## config.mk

```make
export PLATFORM = sky130hd
export DESIGN_NAME = dmem_access_unit
export DESIGN_NICKNAME = d
export VERILOG_FILES = /design/src/rtl/dmem_access_unit.sv
export SDC_FILE = /design/constraint.sdc
export NUM_CORES = 1
export LEC_CHECK = 0
export CORE_MARGIN = 2
export CORE_UTILIZATION = 35
export CTS_BUF_LIST = sky130_fd_sc_hd__clkbuf_16
export DETAILED_ROUTE_END_ITERATION = 10
export PLACE_DENSITY = 0.66
export RECOVER_POWER = 100
export SLEW_MARGIN = 25
export SYNTH_ARGS = -nofsm -noshare
export SYNTH_HDL_FRONTEND = slang
export SYNTH_SLANG_ARGS = --single-unit
```

## constraint.sdc

```tcl
create_clock -name clk -period 2.01 [get_ports clk]
set_input_delay 0.402 -clock clk [delete_from_list [all_inputs] [get_ports clk]]
set_output_delay 0.402 -clock clk [all_outputs]
set_load 0.005 [all_outputs]
```

## src/rtl/dmem_access_unit.sv

```systemverilog
// dmem_access_unit: M-stage data-memory access unit with a one-entry posted write buffer.
// Latency: stores retire in 1 cycle; a load acked after N request cycles stalls N+1 cycles, data presented the cycle after.
// Backpressure: StallM holds the pipeline during loads and while a store meets a full buffer that is not acked this cycle.
//
// Ports:
//   clk, reset            pipeline clock, synchronous active-low reset
//   MemReadM/MemWriteM    load/store strobes of the M-stage instruction
//   ByteEnM, AddrM        byte enables (byte/halfword/word) and effective address
//   WriteDataM            right-justified store data
//   ReadDataM, StallM     zero-extended load data, pipeline hold
//   mem_*                 req/ack SRAM interface; all outputs registered, mem_rdata valid with mem_ack
module dmem_access_unit #(
  parameter int ADDR_W = 32,
  parameter int DATA_W = 32
) (
  input  logic                  clk,
  input  logic                  reset,
  input  logic                  MemReadM,
  input  logic                  MemWriteM,
  input  logic [DATA_W/8-1:0]   ByteEnM,
  input  logic [ADDR_W-1:0]     AddrM,
  input  logic [DATA_W-1:0]     WriteDataM,
  output logic [DATA_W-1:0]     ReadDataM,
  output logic                  StallM,
  output logic                  mem_req,
  output logic                  mem_we,
  output logic [ADDR_W-1:0]     mem_addr,
  output logic [DATA_W-1:0]     mem_wdata,
  output logic [DATA_W/8-1:0]   mem_be,
  input  logic                  mem_ack,
  input  logic [DATA_W-1:0]     mem_rdata
);

  localparam int BE_W = DATA_W / 8;

  typedef enum logic [1:0] {
    IDLE    = 2'd0,
    RD_WAIT = 2'd1,
    RD_DONE = 2'd2
  } state_t;

  state_t            state;
  logic              wb_valid;
  logic [BE_W-1:0]   rd_be;        // byte enables of the load in flight
  logic [ADDR_W-1:0] addr_aligned;
  logic [DATA_W-1:0] store_word;
  logic [DATA_W-1:0] load_word;
  logic              wr_done;
  logic              store_op;
  logic              store_take;
  logic              load_start;

  assign addr_aligned = AddrM & {{(ADDR_W-2){1'b1}}, 2'b00};

  // The write buffer lives in the registered mem_addr/mem_wdata/mem_be
  // outputs; wb_valid marks them as holding an undrained store, and the
  // write request is raised the same edge the store is captured.
  assign wr_done    = wb_valid && mem_req && mem_we && mem_ack;
  assign store_op   = MemWriteM && !MemReadM;   // load wins if both are set
  assign store_take = store_op && (state != RD_WAIT) && (!wb_valid || wr_done);
  // Loads never bypass a pending store: wait until the buffer is empty.
  assign load_start = (state == IDLE) && MemReadM && !wb_valid;

  always_comb begin
    StallM = 1'b0;
    if (reset) begin
      StallM = ((state == IDLE) && MemReadM) ||
               (state == RD_WAIT) ||
               (store_op && wb_valid && !wr_done);
    end
  end

  // Replicate right-justified store data across all lanes so the SRAM can
  // pick it up with mem_be alone.
  always_comb begin
    store_word = WriteDataM;
    case (ByteEnM)
      4'b0001, 4'b0010, 4'b0100, 4'b1000: store_word = {4{WriteDataM[7:0]}};
      4'b0011, 4'b1100:                   store_word = {2{WriteDataM[15:0]}};
      default:                            store_word = WriteDataM;
    endcase
  end

  // Extract and zero-extend the addressed lane; illegal patterns give the word.
  always_comb begin
    load_word = mem_rdata;
    case (rd_be)
      4'b0001: load_word = {24'd0, mem_rdata[7:0]};
      4'b0010: load_word = {24'd0, mem_rdata[15:8]};
      4'b0100: load_word = {24'd0, mem_rdata[23:16]};
      4'b1000: load_word = {24'd0, mem_rdata[31:24]};
      4'b0011: load_word = {16'd0, mem_rdata[15:0]};
      4'b1100: load_word = {16'd0, mem_rdata[31:16]};
      default: load_word = mem_rdata;
    endcase
  end

  always_ff @(posedge clk) begin
    if (!reset) begin
      state     <= IDLE;
      wb_valid  <= 1'b0;
      rd_be     <= '0;
      mem_req   <= 1'b0;
      mem_we    <= 1'b0;
      mem_addr  <= '0;
      mem_wdata <= '0;
      mem_be    <= '0;
      ReadDataM <= '0;
    end else if (state == RD_WAIT) begin
      if (mem_ack) begin
        ReadDataM <= load_word;
        mem_req   <= 1'b0;
        state     <= RD_DONE;
      end
    end else begin
      // RD_DONE lasts one cycle and never starts a request, even though
      // the completed load still shows MemReadM this cycle.
      if (state == RD_DONE) begin
        state <= IDLE;
      end

      if (store_take) begin
        // Either the buffer was empty or its drain is acked this cycle;
        // refill it and keep the write request up without a gap.
        wb_valid  <= 1'b1;
        mem_req   <= 1'b1;
        mem_we    <= 1'b1;
        mem_addr  <= addr_aligned;
        mem_wdata <= store_word;
        mem_be    <= ByteEnM;
      end else if (wr_done) begin
        wb_valid <= 1'b0;
        mem_req  <= 1'b0;
        mem_we   <= 1'b0;
      end else if (load_start) begin
        state    <= RD_WAIT;
        rd_be    <= ByteEnM;
        mem_req  <= 1'b1;
        mem_we   <= 1'b0;
        mem_addr <= addr_aligned;
        mem_be   <= '1;
      end
    end
  end

endmodule

```

==> results of run 1 <==
[cell usage in the layout, fill, tap and decap left out, types with 9 or more instances in the layout]
master           instances
nor2_1                  36
clkdlybuf4s50_1        101
a31oi_1                 26
clkbuf_16                9
o21ai_1                 33
mux2i_1                  9
dfxtp_1                107
a21oi_1                 52
o21ai_0                 39
nand2_1                 43
dlygate4sd3_1          100
a22oi_2                 10
buf_4                   25
nand3_1                 32
[cells by family after synthesis]
family,count (synthesis)
compound gates,211
xor+xnor,3
buf+inv,58
flops,107
mux,9
other cells,1
simple gates,134
[per-layer routing]
| layer | up-vias | wire, um | track usage [%] |
|---|---|---|---|
| met5 | - | 0 | 0 |
| met4 | 0 | 495 | 10.5 |
| met3 | 33 | 912 | 5.12 |
| met2 | 176 | 7600 | 35.8 |
| met1 | 2270 | 6710 | 26.9 |
| li1 | 2327 | - | - |
[state kept, by name, summed over array words and instances (netlist names)]
name,flops
rd_be,4
mem_wdata,32
wb_valid,1
mem_addr,30
ReadDataM,32
mem_we,1
mem_be,4
mem_req,1
state,2
[worst max-delay path, cell delays in order]
cell	delay, ns
clkdlybuf4s50_1	0.50
nand2b_4	0.14
o22ai_1	0.07
and2_1	0.16
dlygate4sd2_1	0.26
[power by group]
| group | internal (mW) | switching, mW |
|---|---|---|
| Sequential | 2.27 | 0.0886 |
| Combinational | 0.620 | 0.544 |
| Clock | 0.951 | 0.777 |
| Total | 3.84 | 1.41 |
[metrics by stage]
stage	area, sq um	hold WS [ns]
6_report	7240	0.450
2_1_floorplan	4600	0.453
4_1_cts	7270	0.455
3_3_place_gp	6980	0.443
3_5_place_dp	6980	0.446
5_1_grt	7230	0.477
[layout make-up]
class                   instances  area, sq um
diodes                          1         2.50
repair buffers                240         2390
well taps                     172          215
clock buffers                   9          225
clock inverters                 6         57.6
multi-input cells             359         2180
fillers                      1191         5490
inverters                       5         18.8
flip-flops and latches        107         2140
[final timing paths]
path / endpoint / start
worst max-delay path: StallM / MemReadM
worst min register to register: mem_wdata[3]$_SDFFE_PN0P_ / mem_wdata[3]$_SDFFE_PN0P_
worst min-delay path: mem_wdata[3]$_SDFFE_PN0P_ / mem_wdata[3]$_SDFFE_PN0P_
worst max register to register: mem_be[0]$_SDFFE_PN0P_ / wb_valid$_SDFFE_PN0P_
[repair_timing]
item | in CTS | in global routing
cloned | 0 | 0
pin swaps | 0 | 0
resized for setup | 2 | 3
setup endpoints to repair | 2 | 1
==> summary.md, run 1 <==
| Metric | Value |
|---|---|
| Yosys reg bits | 107 |
| Synth Area in XOR/XNOR | 0.735% |
| IO Pins | 208 |
| Final setup TNS | 0 ns |
| Post-DR wirelength/cell | 17.5 um |
| PwrDens | 726 mW/mm^2 |
| Gr ovfl total | 0 |
| Fin cells | 899 |
| Chip Height | 119 um |
| Worst Skew | 0.00551 ns |
| Startpoint types | input port |
| Syn Inst Count | 523 |
| FF-to-FF path depth | 5 |
| Complex-gate fraction of the synthesized area | 30.2% |
| First-pass GRT wire length | 24.7 mm |
| Most common cell in the netlist | dfxtp_1 |
| Post-synth ARST share | 0% |
| First-pass DRT Iterations | 5 |
| Max-slew violation count | 0 |
| Syn avg cell area | 8.78 sq um |
| Kind of critical path | input port to primary output |
| Top cells by count, synth | dfxtp_1 (107), a21oi_1 (52), nand2_1 (43) |
| Post-DP HPWL | 11.3 mm |
| Clk Latency, worst-skew pair | 0.35 ns |
| Synth warnings | 0 |
| Max_slew headroom | 52.6% |
| Post-synthesis mux area share | 1.96% |
| Detailed Route Iter0 Violations | 402 |
| Yosys top cell area share | 46.6% |
| Fin crit share | 96.4% |
| IO buf count | 203 |
| Max rail drop VDD | 0.000348 V |
| Initial antenna violation count | 1 |
| Lkg Pwr | 2.93 nW |
| Final ANT Viol Nets | 0 |
| Post-Synth Adder-Cell Area | 0% |
| Fin nets | 827 |
| Ratio of cells with drive above 1 in the final layout | 11.4% |
| Final worst path period need | 1.94 ns |
| Sequential share of the synthesized area | 46.6% |
| Max Fclk | 516 MHz |
| Worst-path clk slew | 0.06 ns |
| R2r setup slk | 0.18 ns |
| Total number of vias | 4806 |
| CTS Root Cell | clkbuf_16 |
| Post-synth EDFFs | 0 |
| Core area | 0.0127 sq mm |
| Setup Buffers After CTS | 0 |
| Syn Std Cell Area | 0.00459 sq mm |
| Starting Density | 36.1% |
| Placer Congestion | 0.842 |
| Sink Count | 107 |
| Yosys top cell by area | dfxtp_1 |
| Top area cells in the synthesized netlist | dfxtp_1 (47%), a21oi_1 (5.7%), o21ai_1 (4.5%) |
| Area grow syn2layout | 57.5% |
| H-tree Lvls | 3 |
| Drt total wl | 15.7 mm |
| Hold Crit Class | register to register |
| Yosys cell types | 50 |
| Unrepaired setup endpoints after global routing | false |
| Post-CTS Hold Fix Bufs | 0 |
| Die width | 119 um |
| Row count | 41 |
| Residual DRC | 0 |
| Placed Instances | 883 |
| Final setup fails | 0 |
| Hold Crit Depth | 2 |
| Ys flop type | dfxtp_1 |
| DP Worst Slack | -0.368 ns |
| Status | finished, final reports clean |
| Main combinational cell family by area after synthesis | compound AO/OA/AOI/OAI gates |
| Die footprint | 0.0141 sq mm |
| Largest net degree at the start of global routing | 71 |
| Simple-Gate Fraction of Synth Area | 14.3% |
| CP Capture Type | primary output |
| Vias in the first global route | 4720 |
| Crit Path Max Fanout | 3 |
| Clock buffer depth | 2 |
| Vias per cell | 5.35 |
| Design Power | 5.25 mW |
| Least-Margin Pin Slew | 0.711 ns |
| Final Util | 56.9% |
| Final hold vios | 0 |
| CTS tree | yes |
| CTS Buf Count | 9 |
| Max-cap violations | 0 |
| CP Data Arrival Time | 1.54 ns |
| Total track usage | 21.8% |
| Final setup margin | 0.0725 ns |
| CP required | 1.61 ns |
Note: power is estimated with default switching activity, not from simulation.
==> inputs of run 2 (changes only) <==
Settings changed: ABC_AREA set to 1, GPL_TIMING_DRIVEN set to 0.
==> run 2 against run 1 <==
Cell area rose by 0.55%. Non-clock buffer count rose by 2. Synthesized cell count rose by 28%. Flip-flop and latch count did not move. Sequential share of layout area fell by 0.16 points. Fmax rose by 2.8%. Setup slack improved by 0.052 ns. Clock skew rose by 0.0029 ns. Global-route usage rose by 0.37 points. Largest power group unchanged.
==> summary.md, run 2 <==
| Metric | Value |
|---|---|
| Syn Std Cell Area | 0.00471 sq mm |
| CP bufs+invs | 2 |
| Final worst path period need | 1.89 ns |
| Commonest non-fill, non-tap cells in the layout | nor2_1 (180), dfxtp_1 (107), dlygate4sd3_1 (101) |
| Largest net degree at the start of global routing | 18 |
| Post-DP HPWL | 12.3 mm |
| CTS Buf Count | 9 |
| Crit Path Max Fanout | 10 |
| Post-synth ARST share | 0% |
| CP Capture Type | register |
| Placed cell area | 0.00696 sq mm |
| IO Pins | 208 |
| Synth warnings | 0 |
| Sink Count | 107 |
| Gr ovfl total | 0 |
| Final setup fails | 0 |
| Yosys top cell area share | 45.5% |
| CP Cell Sequence | dlygate4sd3_1 > nand2_1 > nand2_1 > clkbuf_1 > nand3_1 > nand3_1 > nor2_1 > nor2_1 |
| Post-DR wirelength/cell | 15.0 um |
| Startpoint types | input port |
| Worst-path clk slew | 0.07 ns |
| Drt total wl | 16.0 mm |
| Post-synth EDFFs | 0 |
| Total track usage | 22.2% |
| Die width | 120 um |
| CTS Root Cell | clkbuf_16 |
| Chip Height | 120 um |
| Most common cell in the netlist | nor2_1 |
| Final hold vios | 0 |
| Yosys cell types | 28 |
| Die footprint | 0.0144 sq mm |
| Final ANT Viol Nets | 0 |
| First-pass GRT wire length | 25.4 mm |
| Final setup TNS | 0 ns |
| CTS tree | yes |
| R2r setup slk | 0.27 ns |
| Fin nets | 989 |
| Max_slew headroom | 61.7% |
| Hold Crit Class | register to register |
| Worst Skew | 0.00836 ns |
| Fillers | 1277 |
| Top Registers | ReadDataM: 32 flops, mem_wdata: 32 flops, mem_addr: 30 flops |
| Ys flop type | dfxtp_1 |
| PwrDens | 780 mW/mm^2 |
| DP Worst Slack | -0.520 ns |
| Lkg Pwr | 3.21 nW |
| IO buf count | 203 |
| Clk Latency, worst-skew pair | 0.36 ns |
| Max-cap violations | 0 |
| Max Fclk | 530 MHz |
| Residual DRC | 0 |
| Fin cells | 1065 |
| Fin area | 0.00728 sq mm |
| Status | finished, final reports clean |
| Starting Density | 35.7% |
| Commonest non-fill, non-tap cell in the layout | nor2_1 |
| Sequential share of the synthesized area | 45.5% |
| Placer Congestion | 0.972 |
| Max-slew violation count | 0 |
| CP max stage delay | 0.61 ns |
| Yosys reg bits | 107 |
| Max rail drop VDD | 0.000453 V |
| Slowest CP cell | dlygate4sd3_1 |
| Kind of critical path | input port to register |
| Fin crit share | 93.8% |
| Top area cells in the synthesized netlist | dfxtp_1 (45%), nor2_1 (14%), o21ai_0 (9.1%) |
| Row count | 42 |
| Syn avg cell area | 7.04 sq um |
| H-tree Lvls | 3 |
| First-pass DRT Iterations | 5 |
| Ratio of cells with drive above 1 in the final layout | 5.17% |
| Final setup margin | 0.125 ns |
| Least-Margin Pin Slew | 0.574 ns |
| Total number of vias | 5243 |
| Clock buffer depth | 2 |
| CP Data Arrival Time | 2.18 ns |
| Antenna Cells | 0 |
| Yosys top cell by area | dfxtp_1 |
| Delay-heaviest family, CP | buffers and inverters |
| Unrepaired setup endpoints after global routing | false |
| Top cells by count, synth | nor2_1 (179), dfxtp_1 (107), nand2_1 (90) |
| Final Util | 55.2% |
| Syn Inst Count | 669 |
| Vias per cell | 4.92 |
| CP required | 2.31 ns |
| Initial antenna violation count | 0 |
| Area grow syn2layout | 54.5% |
| Core area | 0.0132 sq mm |
| Vias in the first global route | 5116 |
| Post-CTS Hold Fix Bufs | 0 |
| Detailed Route Iter0 Violations | 399 |
| Placed Instances | 1049 |
run 2: worst paths after layout:
| kind | start | to | depth (start not counted) |
|---|---|---|---|
| worst max-delay path | ByteEnM[1] | mem_wdata[23]$_SDFFE_PN0P_ | 8 |
| worst min-delay path | ReadDataM[29]$_SDFFE_PN0P_ | ReadDataM[29]$_SDFFE_PN0P_ | 2 |
| worst max register to register | state[0]$_SDFFE_PN0P_ | ReadDataM[0]$_SDFFE_PN0P_ | 8 |
| worst min register to register | ReadDataM[29]$_SDFFE_PN0P_ | ReadDataM[29]$_SDFFE_PN0P_ | 2 |
run 2: through the flow:
| stage | total power [mW] | hold WS (ns) |
|---|---|---|
| detailed placement | 3.78 | 0.455 |
| floorplan | 3.03 | 0.454 |
| CTS | 5.81 | 0.467 |
| global route | 5.99 | 0.490 |
| finish | 5.68 | 0.465 |
| global placement | 3.76 | 0.454 |
run 2: routing by layer:
layer	part of all wire, %	wire length, um	GRT usage [%]
met1	43	6800	27.3
met2	46	7310	35.9
met3	9.8	1570	8.41
met4	1.8	293	6.91
met5	0	0	0
run 2: repair_timing:
action / in CTS / in global routing
resized for setup: 4 / 0
buffers inserted: 1 / 0
endpoints found under the setup margin: 1 / 0
run 2: power breakdown:
| group | internal [mW] | switching [mW] | leakage, nW |
|---|---|---|---|
| clock | 1.21 | 0.811 | 0.155 |
| sequential | 2.30 | 0.0912 | 0.880 |
| combinational | 0.614 | 0.645 | 2.18 |
| total | 4.13 | 1.55 | 3.21 |
run 2: worst reg2reg max path: stages, from the launching register on:
cell and delay [ns]:
dfxtp_1 0.35, inv_1 0.10, nor2_4 0.10, nand2_1 0.22
inv_1 0.18, clkbuf_1 0.37, nand2_1 0.10, nor2_1 0.17
nor2_1 0.05
run 2: area by class of cell:
class,count,area (sq um),share of cell area [%]
Clock inverter,7,116,1.60
Inverter,43,168,2.30
Tap cell,176,220,3.03
Clock buffer,9,225,3.10
Multi-Input combinational cell,481,2170,29.8
Sequential cell,107,2140,29.4
Buffer,38,204,2.80
Timing Repair Buffer,204,2030,27.9
run 2: logic make-up after synthesis:
family / synth area share (%)
simple gates: 29.7
compound gates: 16.4
flops: 45.5
buf+inv: 8.37
other cells: 0.0796
